[config.mk]
export PLATFORM = sky130hd
export DESIGN_NAME = acc_out_stream_packer_flat
export DESIGN_NICKNAME = d
export VERILOG_FILES = /design/src/rtl/acc_out_stream_packer_if.sv /design/src/rtl/acc_out_stream_packer.sv /design/src/flat_wrapper.sv
export SDC_FILE = /design/constraint.sdc
export NUM_CORES = 1
export LEC_CHECK = 0
export BUFFER_PORTS_ARGS = -buffer_cell sky130_fd_sc_hd__buf_2
export CORE_AREA = 2 2 278 280
export CTS_CLUSTER_SIZE = 12
export DETAILED_ROUTE_END_ITERATION = 12
export DIE_AREA = 0 0 280 282
export PLACE_DENSITY = 0.72
export SLEW_MARGIN = 5
export SYNTH_ARGS = -nofsm -noshare
export SYNTH_HDL_FRONTEND = slang
export SYNTH_SLANG_ARGS = --single-unit
export TNS_END_PERCENT = 1
[constraint.sdc]
create_clock -name clk -period 15.4 [get_ports clk]
set_clock_uncertainty 0.1 [all_clocks]
set_input_delay 1.54 -clock clk [delete_from_list [all_inputs] [get_ports clk]]
set_output_delay 1.54 -clock clk [all_outputs]
set_load 0.02 [all_outputs]
[src/rtl/acc_out_stream_packer_if.sv]
//------------------------------------------------------------------------------
// acc_result_if / axis128_if : accelerator result port and 128-bit AXI4-Stream
// Revision: 1.0
//------------------------------------------------------------------------------
`default_nettype none

interface acc_result_if;
   logic         in_valid;
   logic [127:0] in_data;
   logic         in_last;
   logic         full_out;

   modport master (output in_valid, output in_data, output in_last, input full_out);
   modport slave  (input in_valid, input in_data, input in_last, output full_out);
endinterface

interface axis128_if;
   logic [127:0] tdata;
   logic         tvalid;
   logic         tready;
   logic         tlast;

   modport master (output tdata, output tvalid, output tlast, input tready);
   modport slave  (input tdata, input tvalid, input tlast, output tready);
endinterface

`default_nettype wire

[src/rtl/acc_out_stream_packer.sv]
//------------------------------------------------------------------------------
// acc_out_stream_packer : FIFO + AXI4-Stream master for AES/CTR result words
// Revision: 1.0
//------------------------------------------------------------------------------
`default_nettype none

module acc_out_stream_packer #(
   parameter int DEPTH     = 8,
   parameter int AF_MARGIN = 4
) (
   input  logic        clk,
   input  logic        reset,
   acc_result_if.slave res,
   axis128_if.master   m_axis,
   output logic [31:0] frame_beats,
   output logic        frame_done,
   output logic        overflow
);

   localparam int              c_AW       = $clog2(DEPTH);
   localparam logic [c_AW:0]   c_DEPTH    = (c_AW+1)'(DEPTH);
   localparam logic [c_AW:0]   c_AF_LEVEL = (c_AW+1)'(DEPTH - AF_MARGIN);
   localparam logic [c_AW:0]   c_CNT_ONE  = (c_AW+1)'(1);
   localparam logic [c_AW-1:0] c_PTR_ONE  = c_AW'(1);

   typedef enum logic [1:0] {
      S_IDLE    = 2'd0,
      S_ACTIVE  = 2'd1,
      S_CLOSING = 2'd2
   } state_t;

   logic [127:0]    r_mem_data [DEPTH];
   logic [DEPTH-1:0] r_mem_last;
   logic [c_AW-1:0] r_wr_ptr;
   logic [c_AW-1:0] r_rd_ptr;
   logic [c_AW:0]   r_count;
   logic [c_AW:0]   r_last_cnt;
   logic            r_full;
   logic            r_overflow;
   logic            r_frame_done;
   logic [31:0]     r_frame_beats;
   logic [31:0]     r_beat_cnt;
   state_t          r_state;
   state_t          w_state_next;

   logic            w_tvalid;
   logic            w_pop;
   logic            w_push;
   logic            w_drop;
   logic            w_head_last;
   logic [c_AW-1:0] w_tail_ptr;
   logic            w_mark_req;
   logic            w_tail_popping;
   logic            w_mark_tail;
   logic            w_close_empty;
   logic            w_close_beat;
   logic [c_AW:0]   w_count_next;
   logic [c_AW:0]   w_last_cnt_next;
   logic [31:0]     w_beat_inc;

   assign w_tvalid       = (r_count != '0);
   assign w_head_last    = r_mem_last[r_rd_ptr];
   assign w_pop          = w_tvalid & m_axis.tready;
   assign w_push         = res.in_valid & ((r_count != c_DEPTH) | w_pop);
   assign w_drop         = res.in_valid & ~w_push;
   assign w_tail_ptr     = r_wr_ptr - c_PTR_ONE;
   assign w_mark_req     = res.in_last & ~res.in_valid;
   // A lone in_last arriving as the only buffered word leaves closes the frame with that word
   assign w_tail_popping = (r_count == c_CNT_ONE) & w_pop;
   assign w_mark_tail    = w_mark_req & w_tvalid & ~w_tail_popping;
   assign w_close_empty  = w_mark_req & (~w_tvalid | (w_tail_popping & ~w_head_last));
   assign w_close_beat   = w_pop & w_head_last;

   assign w_count_next    = r_count + (c_AW+1)'(w_push) - (c_AW+1)'(w_pop);
   assign w_last_cnt_next = r_last_cnt
                          + (c_AW+1)'(w_push & res.in_last)
                          + (c_AW+1)'(w_mark_tail & ~r_mem_last[w_tail_ptr])
                          - (c_AW+1)'(w_close_beat);
   assign w_beat_inc      = (r_beat_cnt == 32'hFFFF_FFFF) ? r_beat_cnt : r_beat_cnt + 32'd1;

   assign m_axis.tvalid = w_tvalid;
   assign m_axis.tdata  = w_tvalid ? r_mem_data[r_rd_ptr] : '0;
   assign m_axis.tlast  = w_tvalid & w_head_last;
   assign res.full_out  = r_full;
   assign frame_beats   = r_frame_beats;
   assign frame_done    = r_frame_done;
   assign overflow      = r_overflow;

   always_ff @(posedge clk) begin : p_mem_data
      if (w_push) begin
         r_mem_data[r_wr_ptr] <= res.in_data;
      end
   end

   always_ff @(posedge clk) begin : p_fifo
      if (!reset) begin
         r_wr_ptr   <= '0;
         r_rd_ptr   <= '0;
         r_count    <= '0;
         r_last_cnt <= '0;
         r_mem_last <= '0;
         r_full     <= 1'b0;
         r_overflow <= 1'b0;
      end else begin
         if (w_push) begin
            r_wr_ptr             <= r_wr_ptr + c_PTR_ONE;
            r_mem_last[r_wr_ptr] <= res.in_last;
         end else if (w_mark_tail) begin
            r_mem_last[w_tail_ptr] <= 1'b1;
         end
         if (w_pop) begin
            r_rd_ptr <= r_rd_ptr + c_PTR_ONE;
         end
         r_count    <= w_count_next;
         r_last_cnt <= w_last_cnt_next;
         r_full     <= (w_count_next >= c_AF_LEVEL);
         if (w_drop) begin
            r_overflow <= 1'b1;
         end
      end
   end

   always_ff @(posedge clk) begin : p_beats
      if (!reset) begin
         r_beat_cnt    <= '0;
         r_frame_beats <= '0;
         r_frame_done  <= 1'b0;
      end else begin
         r_frame_done <= w_close_beat | w_close_empty;
         if (w_close_beat | (w_close_empty & w_pop)) begin
            r_frame_beats <= w_beat_inc;
            r_beat_cnt    <= '0;
         end else if (w_close_empty) begin
            r_frame_beats <= r_beat_cnt;
            r_beat_cnt    <= '0;
         end else if (w_pop) begin
            r_beat_cnt <= w_beat_inc;
         end
      end
   end

   always_ff @(posedge clk) begin : p_state
      if (!reset) begin
         r_state <= S_IDLE;
      end else begin
         r_state <= w_state_next;
      end
   end

   always_comb begin : p_state_next
      w_state_next = r_state;
      case (r_state)
         S_IDLE: begin
            if (w_push) begin
               w_state_next = res.in_last ? S_CLOSING : S_ACTIVE;
            end
         end
         S_ACTIVE: begin
            if ((w_push & res.in_last) | w_mark_tail) begin
               w_state_next = S_CLOSING;
            end else if (w_close_empty) begin
               w_state_next = S_IDLE;
            end
         end
         S_CLOSING: begin
            // Another complete frame may already be queued behind the one closing
            if (w_close_beat) begin
               if (w_last_cnt_next != '0) begin
                  w_state_next = S_CLOSING;
               end else if (w_count_next != '0) begin
                  w_state_next = S_ACTIVE;
               end else begin
                  w_state_next = S_IDLE;
               end
            end
         end
         default: w_state_next = S_IDLE;
      endcase
   end

endmodule

`default_nettype wire
[src/flat_wrapper.sv]
// flat-port wrapper written by rule: the top's interface ports become plain ports
module acc_out_stream_packer_flat 
#(
   parameter int DEPTH     = 8,
   parameter int AF_MARGIN = 4
)
  (clk, reset, frame_beats, frame_done, overflow, res_in_valid, res_in_data, res_in_last, res_full_out, m_axis_tdata, m_axis_tvalid, m_axis_tlast, m_axis_tready);
  acc_result_if res_i ();
  axis128_if m_axis_i ();
  input  logic clk;
  input  logic reset;
  output logic [31:0] frame_beats;
  output logic frame_done;
  output logic overflow;
  input wire logic [$bits(res_i.in_valid)-1:0] res_in_valid;
  input wire logic [$bits(res_i.in_data)-1:0] res_in_data;
  input wire logic [$bits(res_i.in_last)-1:0] res_in_last;
  output wire logic [$bits(res_i.full_out)-1:0] res_full_out;
  output wire logic [$bits(m_axis_i.tdata)-1:0] m_axis_tdata;
  output wire logic [$bits(m_axis_i.tvalid)-1:0] m_axis_tvalid;
  output wire logic [$bits(m_axis_i.tlast)-1:0] m_axis_tlast;
  input wire logic [$bits(m_axis_i.tready)-1:0] m_axis_tready;
  assign res_i.in_valid = res_in_valid;
  assign res_i.in_data = res_in_data;
  assign res_i.in_last = res_in_last;
  assign res_full_out = res_i.full_out;
  assign m_axis_tdata = m_axis_i.tdata;
  assign m_axis_tvalid = m_axis_i.tvalid;
  assign m_axis_tlast = m_axis_i.tlast;
  assign m_axis_i.tready = m_axis_tready;
  acc_out_stream_packer #(.DEPTH(DEPTH), .AF_MARGIN(AF_MARGIN)) u_core (.clk(clk), .reset(reset), .res(res_i), .m_axis(m_axis_i), .frame_beats(frame_beats), .frame_done(frame_done), .overflow(overflow));
endmodule
# Word-level counts from Yosys, hierarchy flattened
# Memories as Yosys holds them, arrays and structs flattened. A register that Yosys moved wholly into a read port is not among the register bits.
# Index checks and enable logic that the tools add are counted.
# totals
reg_bits	85
memories	1
mem_bits_rw	1024
in_bits	133
out_inout_bits	165
# classes
reduce_logical	6
eq_ne	3
magnitude_cmp	6
add_sub_neg	6
bitwise_logic	23
mux	17
# memory_table
memory	words	width	read_ports	rd_ports_with_merged_regs	write_ports	line	source
u_core.r_mem_data	8	128	1	1	1	acc_out_stream_packer.sv:32	logic [127:0] r_mem_data [DEPTH];
# ops
cell	n
128-bit 2-to-1 mux	1
32-bit 2-to-1 mux	3
32-bit by 1-bit adder with 32-bit output, second input constant	1
32-bit equality test, second input constant	1
8-bit 2-to-1 mux	2
1-bit bitwise AND	12
3-bit by 4-bit < comparator with 1-bit output, second input constant	3
8-bit bitwise mux	1
8-bit bitwise OR	1
3-bit by 1-bit adder with 3-bit output, second input constant	2
1-bit demux with 3-bit select	2
3-bit by 1-bit greater-or-equal comparator with 1-bit output, second input constant	2
3-bit 2-to-1 mux	2
1-bit inverter	6
1-bit 2-to-1 mux	5
4-bit by 1-bit adder with 4-bit output	1
4-bit by 1-bit equality test with 1-bit output, second input constant	1
4-bit by 3-bit greater-or-equal comparator with 1-bit output, second input constant	1
4-bit inequality test, second input constant	1
1-bit bitwise OR	4
2-bit nonzero test	2
4-bit nonzero test	1
4-bit by 1-bit subtractor with 4-bit output	1
1-bit binary-select mux with 3-bit select	1
other kinds (3)	4

# Depth between registers and ports, before layout
# Gate-level depths: netlist of the first run.
# depth
word_depth	9
ltp_mapped	15
ltp_nobuf	15

# Least setup slack after synthesis of the first run
# OpenSTA, ideal clock, no wires.
# synth_timing
path_type	input to register
start	input port m_axis_tready
end	register u_core.r_mem_last[0]
t_arrival_ps	11651
n_path_buf	0
stages	6
setup_ps	133
slack_ps	3516
path_cell_list	nand2b_1 a21boi_1 nand2_1 nor3_1 mux2i_1 a21boi_0
# synth_via
elab_chain_len	5
word_cells_on_any_way	8
classes_between	mux: 1; bitwise: 6; reduce/logical: 1
# synth_lines
element	line	source
start: declaration	flat_wrapper.sv:22	input wire logic [$bits(m_axis_i.tready)-1:0] m_axis_tready;
1-bit bitwise AND (*)	acc_out_stream_packer.sv:63	assign w_pop = w_tvalid & m_axis.tready;
1-bit bitwise AND	acc_out_stream_packer.sv:69	assign w_tail_popping = (r_count == c_CNT_ONE) & w_pop;
1-bit inverter	acc_out_stream_packer.sv:70	assign w_mark_tail = w_mark_req & w_tvalid & ~w_tail_popping;
1-bit bitwise AND	acc_out_stream_packer.sv:70	
2-bit nonzero test (no source line)	--	
end signal: indexed assignment	acc_out_stream_packer.sv:107	r_mem_last[r_wr_ptr] <= res.in_last;
end: declaration	acc_out_stream_packer.sv:33	logic [DEPTH-1:0] r_mem_last;
# Mark *: on every way between the ends. The rest lies on a longest branch, timed or not.
# A chain may end at the register's enable or synchronous reset.

==> results of run 1 <==
-- worst max-delay path, cell delays in order (launching register included) --
cell and delay (ns):
dfxtp_4 0.86, buf_4 0.90, buf_4 0.91, mux4_2 0.60, mux2i_1 0.29, nor2_1 0.09, buf_2 0.20
-- final timing paths --
path	start	end	slack (ns)	depth (start not counted)
setup / recovery	register	m_axis_tdata[55]	9.19	6
hold / removal	u_core.frame_beats[11]	u_core.frame_beats[11]	0.35	1
setup reg to reg	u_core.r_count[2]	u_core.r_mem_data[7][27]	10.99	8
hold reg to reg	u_core.frame_beats[11]	u_core.frame_beats[11]	0.35	1
-- kinds of logic after synthesis --
| logic type | after synthesis | share of synthesized area |
|---|---|---|
| flops | 1112 | 0.755 |
| xor+xnor | 65 | 0.0132 |
| buf+inv | 134 | 0.0126 |
| mux | 397 | 0.167 |
| simple gates | 339 | 0.0364 |
| fa+ha+maj | 11 | 0.00337 |
| compound gates | 63 | 0.0121 |
-- synthesized netlist by cell type (2+ instances only) --
master,instances
edfxtp_1,1024
mux4_2,256
nor2_1,188
mux2i_1,140
dfxtp_1,88
clkbuf_1,59
xnor2_1,55
buf_1,40
nand2_1,35
nor3_1,30
o2bb2ai_1,28
nand3_1,16
buf_2,14
inv_1,13
nand4_1,11
nor4_1,11
ha_1,10
xor2_1,10
nand2b_1,8
a21boi_0,7
and2_1,7
nor3b_1,6
a21oi_1,5
nor2b_1,5
and3_1,4
o21ai_0,4
o31ai_1,4
buf_4,3
clkbuf_2,3
a31oi_1,2
nand3b_1,2
nor3_2,2
o2bb2ai_2,2
o31ai_2,2
or2_2,2
or3_1,2
or4_1,2
-- layer usage --
metal / part of all wire / vias to the layer above
met5: 0.0017 / -
met4: 0.025 / 24
met3: 0.060 / 167
met2: 0.50 / 620
met1: 0.41 / 11000
li1: - / 9204
-- cell type report --
type                    count  area (µm²)  area share
diodes                     10        25.0    0.000512
clock buffers             145        2930      0.0598
clock inverters            37         354     0.00724
inverters                  14        57.6     0.00118
multi-input cells         875       10000       0.205
flip-flops and latches   1112       32500       0.665
well taps                 978        1220      0.0250
repair buffers            327        1750      0.0358
-- power by group --
group,total (mW),switching [mW],internal (mW)
registers,3.54,0.0847,3.45
clock network,2.46,1.08,1.38
logic,1.92,1.15,0.766
-- sequential cells by signal, summed over array words and instances, names as in the netlist, 3 cells and up, named ones only --
name	count
u_core.r_count	4
u_core.r_wr_ptr	3
u_core.r_mem_last	8
u_core.r_mem_data	1024
u_core.r_rd_ptr	3
u_core.r_beat_cnt	32
u_core.frame_beats	32
==> reports/results.tsv, run 1 <==
stage	metric	value	unit
sta	worst hold slack	0.353	ns
global_routing	global routing usage on met1	0.308	
sta	Slew HR	0.197	
synth	syn_nets	2265	
clock_network	Root Buffer Master	clkbuf_16	
flow_run	Max-Cap Viols	0	
synth	cell count after synthesis	2121	
critical_path	Setup crit end kind	output port	
clock_network	CTS tree	built	
sta	Final Hold Viols	0	
cells_and_area	Area Growth Syn to Fin	13.6	%
clock_network	clock transition at the registers of the reported paths	0.06	ns
cells_and_area	fin nets	2585	
cells_and_area	fill count	5075	
cells_and_area	final instance area	48900	µm²
die	starting density of the core	0.569	
power_and_ir_drop	VDD IR max	133	µV
critical_path	crit-path max FO	50	
cells_and_area	share of cells above drive strength 1	0.297	
sta	RSZ-0062 raised after global routing	false	
synth	Post-synth ARST share	0	
clock_network	Skew-Pair Late Insertion Delay	0.67	ns
sta	worst slew pin tran	1.20	ns
placed_design	post-placement cell count	3306	
placed_design	Post-DP Area	45600	µm²
placed_design	dpl hpwl	48.7	mm
worst_hold_path	Worst Hold Class	register to register	
die	Die X-Extent	280	µm
global_routing	first-pass GRT wire length	134	mm
drt	Post-Route WL	89.6	mm
power_and_ir_drop	leak pwr	15.5	nW
critical_path	Worst Path Required	13.76	ns
power_and_ir_drop	total power	7.91	mW
clock_network	H-tree levels	3	
die	# IOs	298	
global_routing	GR Util met3	0.0492	
sta	final worst-path cycle share	0.403	
global_routing	Total Routing Usage GR	0.228	
drt	via density per instance	6.02	
die	Die Footprint	79000	µm²
critical_path	startpoint types	register	
drt	drt drc	0	
sta	achievable frequency	161	MHz
global_routing	grt met2 use	0.380	
placed_design	gp weighted congestion	0.818	
cells_and_area	Cell Count, Final, Fillers Out	3498	
clock_network	Sink Count	1112	
sta	final setup vio count	0	
clock_network	post-CTS setup buffers	0	
drt	DRT antenna net count	0	
sta	setup TNS	0	ns
synth	ys flop type	edfxtp_1	
global_routing	busiest layer in global routing	met2	
clock_network	CTS max path bufs	3	
synth	Seq/Total Area, Yosys	0.755	
synth	post-synth top area cell	edfxtp_1	
global_routing	pin count of the biggest net entering global routing	130	
placed_design	post-place setup slack	9.69	ns
clock_network	post-cts sizing count	0	
clock_network	TritonCTS buffer count	111	
drt	Wirelength per Cell	25.6	µm
die	Placeable Area	75700	µm²
global_routing	initial antenna violation count	25	
global_routing	vias in the first global route	21900	
sta	min cycle time layout	6.21	ns
synth	Synth Cell Area	43000	µm²
sta	Final Max Tran Viols	0	
drt	via count	21000	
die	# rows	101	
synth	register bit total from synthesis	1112	
cells_and_area	most common cell after layout, fill and taps aside	edfxtp_1	
power_and_ir_drop	PD cells	162	nW/µm²
synth	synth unique cells	58	
synth	Synth top area share	0.715	
global_routing	grt ovf	0	
drt	DR iter-0 viols	1873	
synth	top post-synthesis cells by area	edfxtp_1 71%, mux4_2 13%, dfxtp_1 4.1%, mux2i_1 3.3%, nor2_1 1.6%	
synth	number of flops mapped to enable cells by yosys	1024	
placed_design	# port buffers	297	
synth	syn_area_per_cell	20.3	µm²
sta	fin worst setup slack	9.19	ns
die	overall die height	282	µm
clock_network	CTS Hold Bufs	0	
drt	Pre-antenna DRT Iters	5	
run_status	run status	finished, final reports clean	
synth	Yosys warning total	0	
critical_path	worst setup path class	register to output port	
cells_and_area	post-layout util	0.646	
cells_and_area	most frequent cells in the layout	1,024 x edfxtp_1, 297 x buf_2, 256 x mux4_2	
critical_path	CP arrival	4.57	ns
Note: power is estimated with default switching activity, not from simulation.
==> run 2: changes to the inputs <==
ABC_AREA = 1   (was unset)
CORE_AREA = 2 2 291 293   (was 2 2 278 280)
DIE_AREA = 0 0 293 295   (was 0 0 280 282)
PLACE_DENSITY = 0.71   (was 0.72)
clock period = 5.54 ns   (was 15.4 ns; I/O delays follow)
==> reports/results.tsv, run 2 <==
stage	metric	value	unit	change
run_status	run status	finished, final reports clean		
placed_design	# port buffers	297		unchanged
cells_and_area	register area	32500	µm²	about the same
sta	Final Max Tran Viols	0		unchanged
drt	via count	30000		+43%
cells_and_area	most frequent cells in the layout	1,024 x edfxtp_1, 878 x nor2_1, 633 x o21ai_0		
sta	setup TNS	0	ns	unchanged
placed_design	gp weighted congestion	0.880		+7.6%
die	starting density of the core	0.536		-0.0326
global_routing	pin count of the biggest net entering global routing	276		+110%
synth	syn_nets	3902		+72%
synth	Seq/Total Area, Yosys	0.729		-0.0260
drt	WL met2	52.7	mm	+17%
cells_and_area	final instance area	50300	µm²	+2.9%
sta	min cycle time layout	4.57	ns	
cells_and_area	share of cells above drive strength 1	0.128		-0.170
drt	Wirelength per Cell	21.3	µm	-17%
worst_hold_path	Worst Hold Class	primary input to register		
synth	number of flops mapped to enable cells by yosys	1024		unchanged
clock_network	post-CTS setup buffers	0		unchanged
critical_path	R2R Setup Slk	1.96	ns	-9.03 ns
critical_path	CP arrival	3.91	ns	-0.66 ns
sta	worst slew pin tran	1.06	ns	-0.142 ns
cells_and_area	fin nets	4124		+60%
clock_network	Sink Count	1112		unchanged
sta	final worst-path cycle share	0.824		
synth	post-synth top area cell	edfxtp_1		
synth	top-count cell post-synth	edfxtp_1		
critical_path	Worst Path Required	4.89	ns	-8.87 ns
sta	Slew HR	0.292		+0.0944
drt	Post-Route WL	110	mm	+22%
drt	DR iter-0 viols	3200		+71%
synth	Synth Cell Area	44600	µm²	+3.6%
critical_path	startpoint types	register		
drt	drt drc	0		unchanged
sta	final setup vio count	0		unchanged
die	# rows	106		+5.0%
cells_and_area	most common cell after layout, fill and taps aside	edfxtp_1		
synth	ys flop type	edfxtp_1		
placed_design	Post-DP Area	46900	µm²	+2.8%
sta	Final Hold Viols	0		unchanged
critical_path	Setup crit end kind	output port		
sta	achievable frequency	219	MHz	
synth	top post-synthesis cells by area	edfxtp_1 69%, nor2_1 7.4%, o21ai_0 7.1%, dfxtp_1 4.0%, nand2_1 2.9%		
drt	met3 WL post-DR	9.09	mm	+68%
synth	Post-synth top cells	1,024 x edfxtp_1, 878 x nor2_1, 633 x o21ai_0, 340 x nand2_1, 148 x clkbuf_1		
cells_and_area	Most flops, register	u_core.r_mem_data		
placed_design	dpl hpwl	57.9	mm	+19%
cells_and_area	fill count	6347		+25%
synth	Post-synth ARST share	0		unchanged
clock_network	TritonCTS buffer count	111		unchanged
die	overall die height	295	µm	+4.6%
synth	cell count after synthesis	3758		+77%
global_routing	Total Routing Usage GR	0.249		+0.0203
die	Placeable Area	83200	µm²	+9.9%
global_routing	initial antenna violation count	27		+8.0%
power_and_ir_drop	PD cells	463	nW/µm²	+190%
synth	register bit total from synthesis	1112		unchanged
cells_and_area	max reg flops	1024		unchanged
sta	fin worst setup slack	0.974	ns	-8.21 ns
drt	DRT antenna net count	0		unchanged
die	# IOs	298		unchanged
drt	Pre-antenna DRT Iters	6		+1
global_routing	grt ovf	0		unchanged
cells_and_area	Area Growth Syn to Fin	13.0	%	
sta	RSZ-0062 raised after global routing	false		
clock_network	Root Buffer Master	clkbuf_16		
clock_network	post-cts sizing count	0		unchanged
die	Die X-Extent	293	µm	+4.6%
drt	DR top layer	met5		
global_routing	first-pass GRT wire length	166	mm	+24%
critical_path	worst setup path class	register to output port		
clock_network	clock transition at the registers of the reported paths	0.06	ns	about the same
critical_path	crit-path max FO	67		+34%
flow_run	Max-Cap Viols	0		unchanged
die	Die Footprint	86400	µm²	+9.5%
drt	Metal-1 WL	44.8	mm	+22%
clock_network	CTS tree	built		
power_and_ir_drop	leak pwr	17.4	nW	+12%
synth	Yosys warning total	0		unchanged
drt	via density per instance	5.84		-3.0%
power_and_ir_drop	VDD IR max	422	µV	+220%
clock_network	H-tree levels	3		unchanged
clock_network	Skew-Pair Late Insertion Delay	0.68	ns	about the same
clock_network	CTS max path bufs	3		unchanged
synth	synth unique cells	39		-33%
placed_design	post-place setup slack	1.76	ns	-7.93 ns
global_routing	vias in the first global route	28600		+31%
cells_and_area	post-layout util	0.605		-0.0407
synth	syn_area_per_cell	11.9	µm²	-42%
cells_and_area	footprint of the multi-input gates	10700	µm²	+6.4%
synth	Synth top area share	0.690		-0.0246
-- run 2: cell types whose count changed after synthesis, sizes merged, moves of 53 or more --
cell / change
nand3: +68
inv: +68
clkbuf: +87
mux4: -256
nor2: +696
o21ai: +662
nand2: +314
a31oi: +130
xnor2: -53
mux2i: -140
o22ai: +128
-- run 2: worst paths after layout --
kind | start | end | cells past startpoint
setup / recovery | u_core.r_count[2] | m_axis_tdata[10] | 8
hold / removal | res_in_data[125] | u_core.r_mem_data[0][125] | 1
setup reg to reg | u_core.r_count[2] | u_core.r_mem_data[1][68] | 10
hold reg to reg | u_core.frame_beats[6] | u_core.frame_beats[6] | 2
-- run 2: kinds of logic (layout without fill, tap and decap cells) --
family	count (synthesis)	in the layout	share of synthesized area
AOI/OAI and AO/OA	974	974	0.118
xor gates and xnor gates	3	3	0.000590
adders and majority gates	11	11	0.00326
buffers and inverters	325	613	0.0307
DFF	1112	1112	0.729
other	0	15	0
and+or+nand+nor	1333	1333	0.118
-- run 2: metal layers --
layer  vias up  GRT usage
li1      13900          -
met1     14600      0.330
met2      1207      0.406
met3       202     0.0553
met4        26     0.0921
met5         -          0
-- run 2: metrics by stage --
stage	hold slack (ns)	instances	total power, mW
CTS	0.0000447	5126	23.4
global route	0.0281	5137	24.3
finish	0.0473	5141	23.3
detailed placement	0.336	4927	16.6
global placement	0.334	4927	16.5
floorplan	0.354	3758	14.3
-- run 2: timing repair --
action | CTS | global route
hold buffers | 20 | 0
endpoints found under the hold margin | 130 | 0
setup endpoints to repair | 0 | 0
-- run 2: critical path: stages (launching register included) --
cell	delay, ns
dfxtp_1	0.31
inv_1	0.07
ha_1	0.25
nand2_4	0.09
buf_4	0.73
buf_4	0.81
o21ai_0	0.25
a31oi_1	0.35
buf_2	0.23
-- run 2: final cells by class --
class | instances | area share
multi-input combinational | 2321 | 0.212
timing repair buffer | 351 | 0.0421
antenna | 15 | 0.000746
sequential | 1112 | 0.646
clock buffer | 147 | 0.0587
tap | 1080 | 0.0268
clock inverter | 32 | 0.00567
inverter | 83 | 0.00763
-- run 2: report_power, final --
group | total, mW | internal [mW] | switching [mW] | leakage (nW)
combinational | 6.58 | 1.82 | 4.76 | 5.84
clock | 6.88 | 3.85 | 3.03 | 1.57
sequential | 9.86 | 9.64 | 0.222 | 10.0
==> run 3: changes to the inputs <==
CORE_AREA = 2 2 283 285   (was 2 2 291 293)
DIE_AREA = 0 0 285 287   (was 0 0 293 295)
clock period = 4.3 ns   (was 5.54 ns; I/O delays follow)
==> reports/results.tsv, run 3 (synthesis gave the netlist of run 2 again) <==
stage	metric	value	unit	change
cells_and_area	Area Growth Syn to Fin	16.0	%	
die	starting density of the core	0.567		+0.0310
critical_path	r2r endpoint	u_core.r_beat_cnt[20]		
cells_and_area	max reg flops	1024		unchanged
drt	Post-Route WL	106	mm	-3.2%
critical_path	worst r2r src	u_core.r_count[2]		
clock_network	clock transition at the registers of the reported paths	0.06	ns	about the same
critical_path	R2R Setup Slk	1.28	ns	-0.68 ns
placed_design	gp weighted congestion	0.978		+11%
critical_path	CP arrival	3.21	ns	-0.70 ns
sta	Final Max Tran Viols	0		unchanged
cells_and_area	Cell Count, Final, Fillers Out	5228		+1.7%
sta	setup TNS	0	ns	unchanged
placed_design	post-placement cell count	4915		-0.24%
drt	drt drc	0		unchanged
placed_design	post-place setup slack	1.25	ns	-0.502 ns
global_routing	pin count of the biggest net entering global routing	216		-22%
clock_network	post-CTS setup buffers	0		unchanged
critical_path	crit-path max FO	87		+30%
sta	Final Hold Viols	0		unchanged
run_status	run status	finished, final reports clean		
cells_and_area	share of cells above drive strength 1	0.128		about the same
clock_network	CTS max path bufs	3		unchanged
critical_path	startpoint types	register		
die	Placeable Area	78600	µm²	-5.5%
critical_path	Worst Path Required	3.77	ns	-1.12 ns
drt	via density per instance	5.77		-1.1%
power_and_ir_drop	PD cells	581	nW/µm²	+26%
cells_and_area	most frequent cells in the layout	1,024 x edfxtp_1, 878 x nor2_1, 633 x o21ai_0		
global_routing	GR Util met3	0.0437		-0.0116
drt	DR iter-0 viols	2688		-16%
clock_network	Skew-Pair Late Insertion Delay	0.67	ns	about the same
sta	min cycle time layout	3.74	ns	
sta	fin worst setup slack	0.555	ns	-0.418 ns
critical_path	worst setup path end	m_axis_tdata[106]		
global_routing	initial antenna violation count	13		-52%
cells_and_area	most common cell after layout, fill and taps aside	edfxtp_1		
critical_path	worst setup path class	register to output port		
clock_network	Sink Count	1112		unchanged
power_and_ir_drop	leak pwr	18.0	nW	+3.4%
sta	achievable frequency	267	MHz	
critical_path	Setup crit end kind	output port		
power_and_ir_drop	VDD IR max	589	µV	+39%
cells_and_area	post-layout util	0.658		+0.0524
die	overall die height	287	µm	-2.7%
global_routing	grt met2 use	0.428		+0.0225
sta	worst hold slack	0.0524	ns	+0.00509 ns
flow_run	Max-Cap Viols	0		unchanged
clock_network	CTS Hold Bufs	128		+540%
cells_and_area	Most flops, register	u_core.r_mem_data		
drt	via count	30200		+0.57%
cells_and_area	fin nets	4250		+3.1%
global_routing	vias in the first global route	29000		+1.4%
global_routing	Total Routing Usage GR	0.254		+0.00539
sta	final worst-path cycle share	0.871		
die	Die X-Extent	285	µm	-2.7%
drt	Pre-antenna DRT Iters	5		-1
placed_design	dpl hpwl	56.3	mm	-2.7%
die	# IOs	298		unchanged
clock_network	post-cts sizing count	0		unchanged
die	# rows	103		-2.8%
clock_network	Root Buffer Master	clkbuf_16		
global_routing	busiest layer in global routing	met2		
clock_network	TritonCTS buffer count	111		unchanged
sta	Slew HR	0.385		+0.0938
drt	Wirelength per Cell	20.3	µm	-4.8%
worst_hold_path	Worst Hold Class	primary input to register		
clock_network	CTS tree	built		
die	Die Footprint	81800	µm²	-5.4%
critical_path	R2R depth	13		+3
sta	final setup vio count	0		unchanged
placed_design	# port buffers	297		unchanged
global_routing	grt ovf	0		unchanged
clock_network	H-tree levels	3		unchanged
drt	DRT antenna net count	0		unchanged
sta	worst slew pin tran	0.922	ns	-0.141 ns
global_routing	first-pass GRT wire length	163	mm	-1.6%
sta	RSZ-0062 raised after global routing	false		
global_routing	global routing usage on met1	0.344		+0.0145
## run 3: cell count changes in the layout (fill, tap and decap cells not counted), sizes merged
cell / change
buf: +18
bufinv: +1
clkbuf: -9
clkinv: +10
diode: -7
dlygate4sd3: +108
inv: -4
## run 3: where the power goes
part,switching (mW),total [mW],leakage (nW),internal [mW]
clock,3.90,8.84,1.58,4.94
combinational,6.11,8.61,6.43,2.51
sequential,0.202,12.6,10.0,12.4
## run 3: worst max-delay path: stages, from the launching register on
cell and delay (ns):
dfxtp_4 0.66, buf_4 0.79, o21ai_0 0.23, o22ai_1 0.23, o21ai_1 0.08, a31oi_1 0.26, buf_2 0.22
## run 3: stage by stage
step / power (mW) / instance area [µm²]
floorplan: 18.4 / 44600
global placement: 21.2 / 47100
detailed placement: 21.3 / 47100
CTS: 30.2 / 51700
global route: 31.4 / 51700
finish: 30.1 / 51700
## run 3: layout make-up
type / count / area [µm²]
Timing Repair Buffer: 477 / 3520
Tap cell: 1050 / 1310
Inverter: 83 / 383
Fill cell: 5794 / 26900
Multi-Input combinational cell: 2321 / 10700
Clock inverter: 39 / 385
Clock buffer: 138 / 2880
Sequential cell: 1112 / 32500
Antenna cell: 8 / 20.0
## run 3: worst min path at each step
stage / slack, ns / start / cells after the start / endpoint
after CTS: 0.02 / res_in_last / 3 / u_core.r_mem_last[4]
after global routing: 0.04 / res_in_last / 3 / u_core.r_mem_last[0]
after global placement: 0.33 / u_core.frame_beats[10] / 2 / u_core.frame_beats[10]
after floorplan: 0.35 / u_core.r_mem_last[6] / 2 / u_core.r_mem_last[6]
after detailed placement: 0.33 / u_core.frame_beats[9] / 2 / u_core.frame_beats[9]
final: 0.05 / res_in_last / 3 / u_core.r_mem_last[4]
## run 3: metal layers
metal | vias up | part of all wire | wire (µm)
met4 | 8 | 0.020 | 2090
li1 | 14200 | - | -
met5 | - | 0.00052 | 55
met1 | 14800 | 0.42 | 44800
met3 | 156 | 0.066 | 7060
met2 | 1029 | 0.49 | 52200
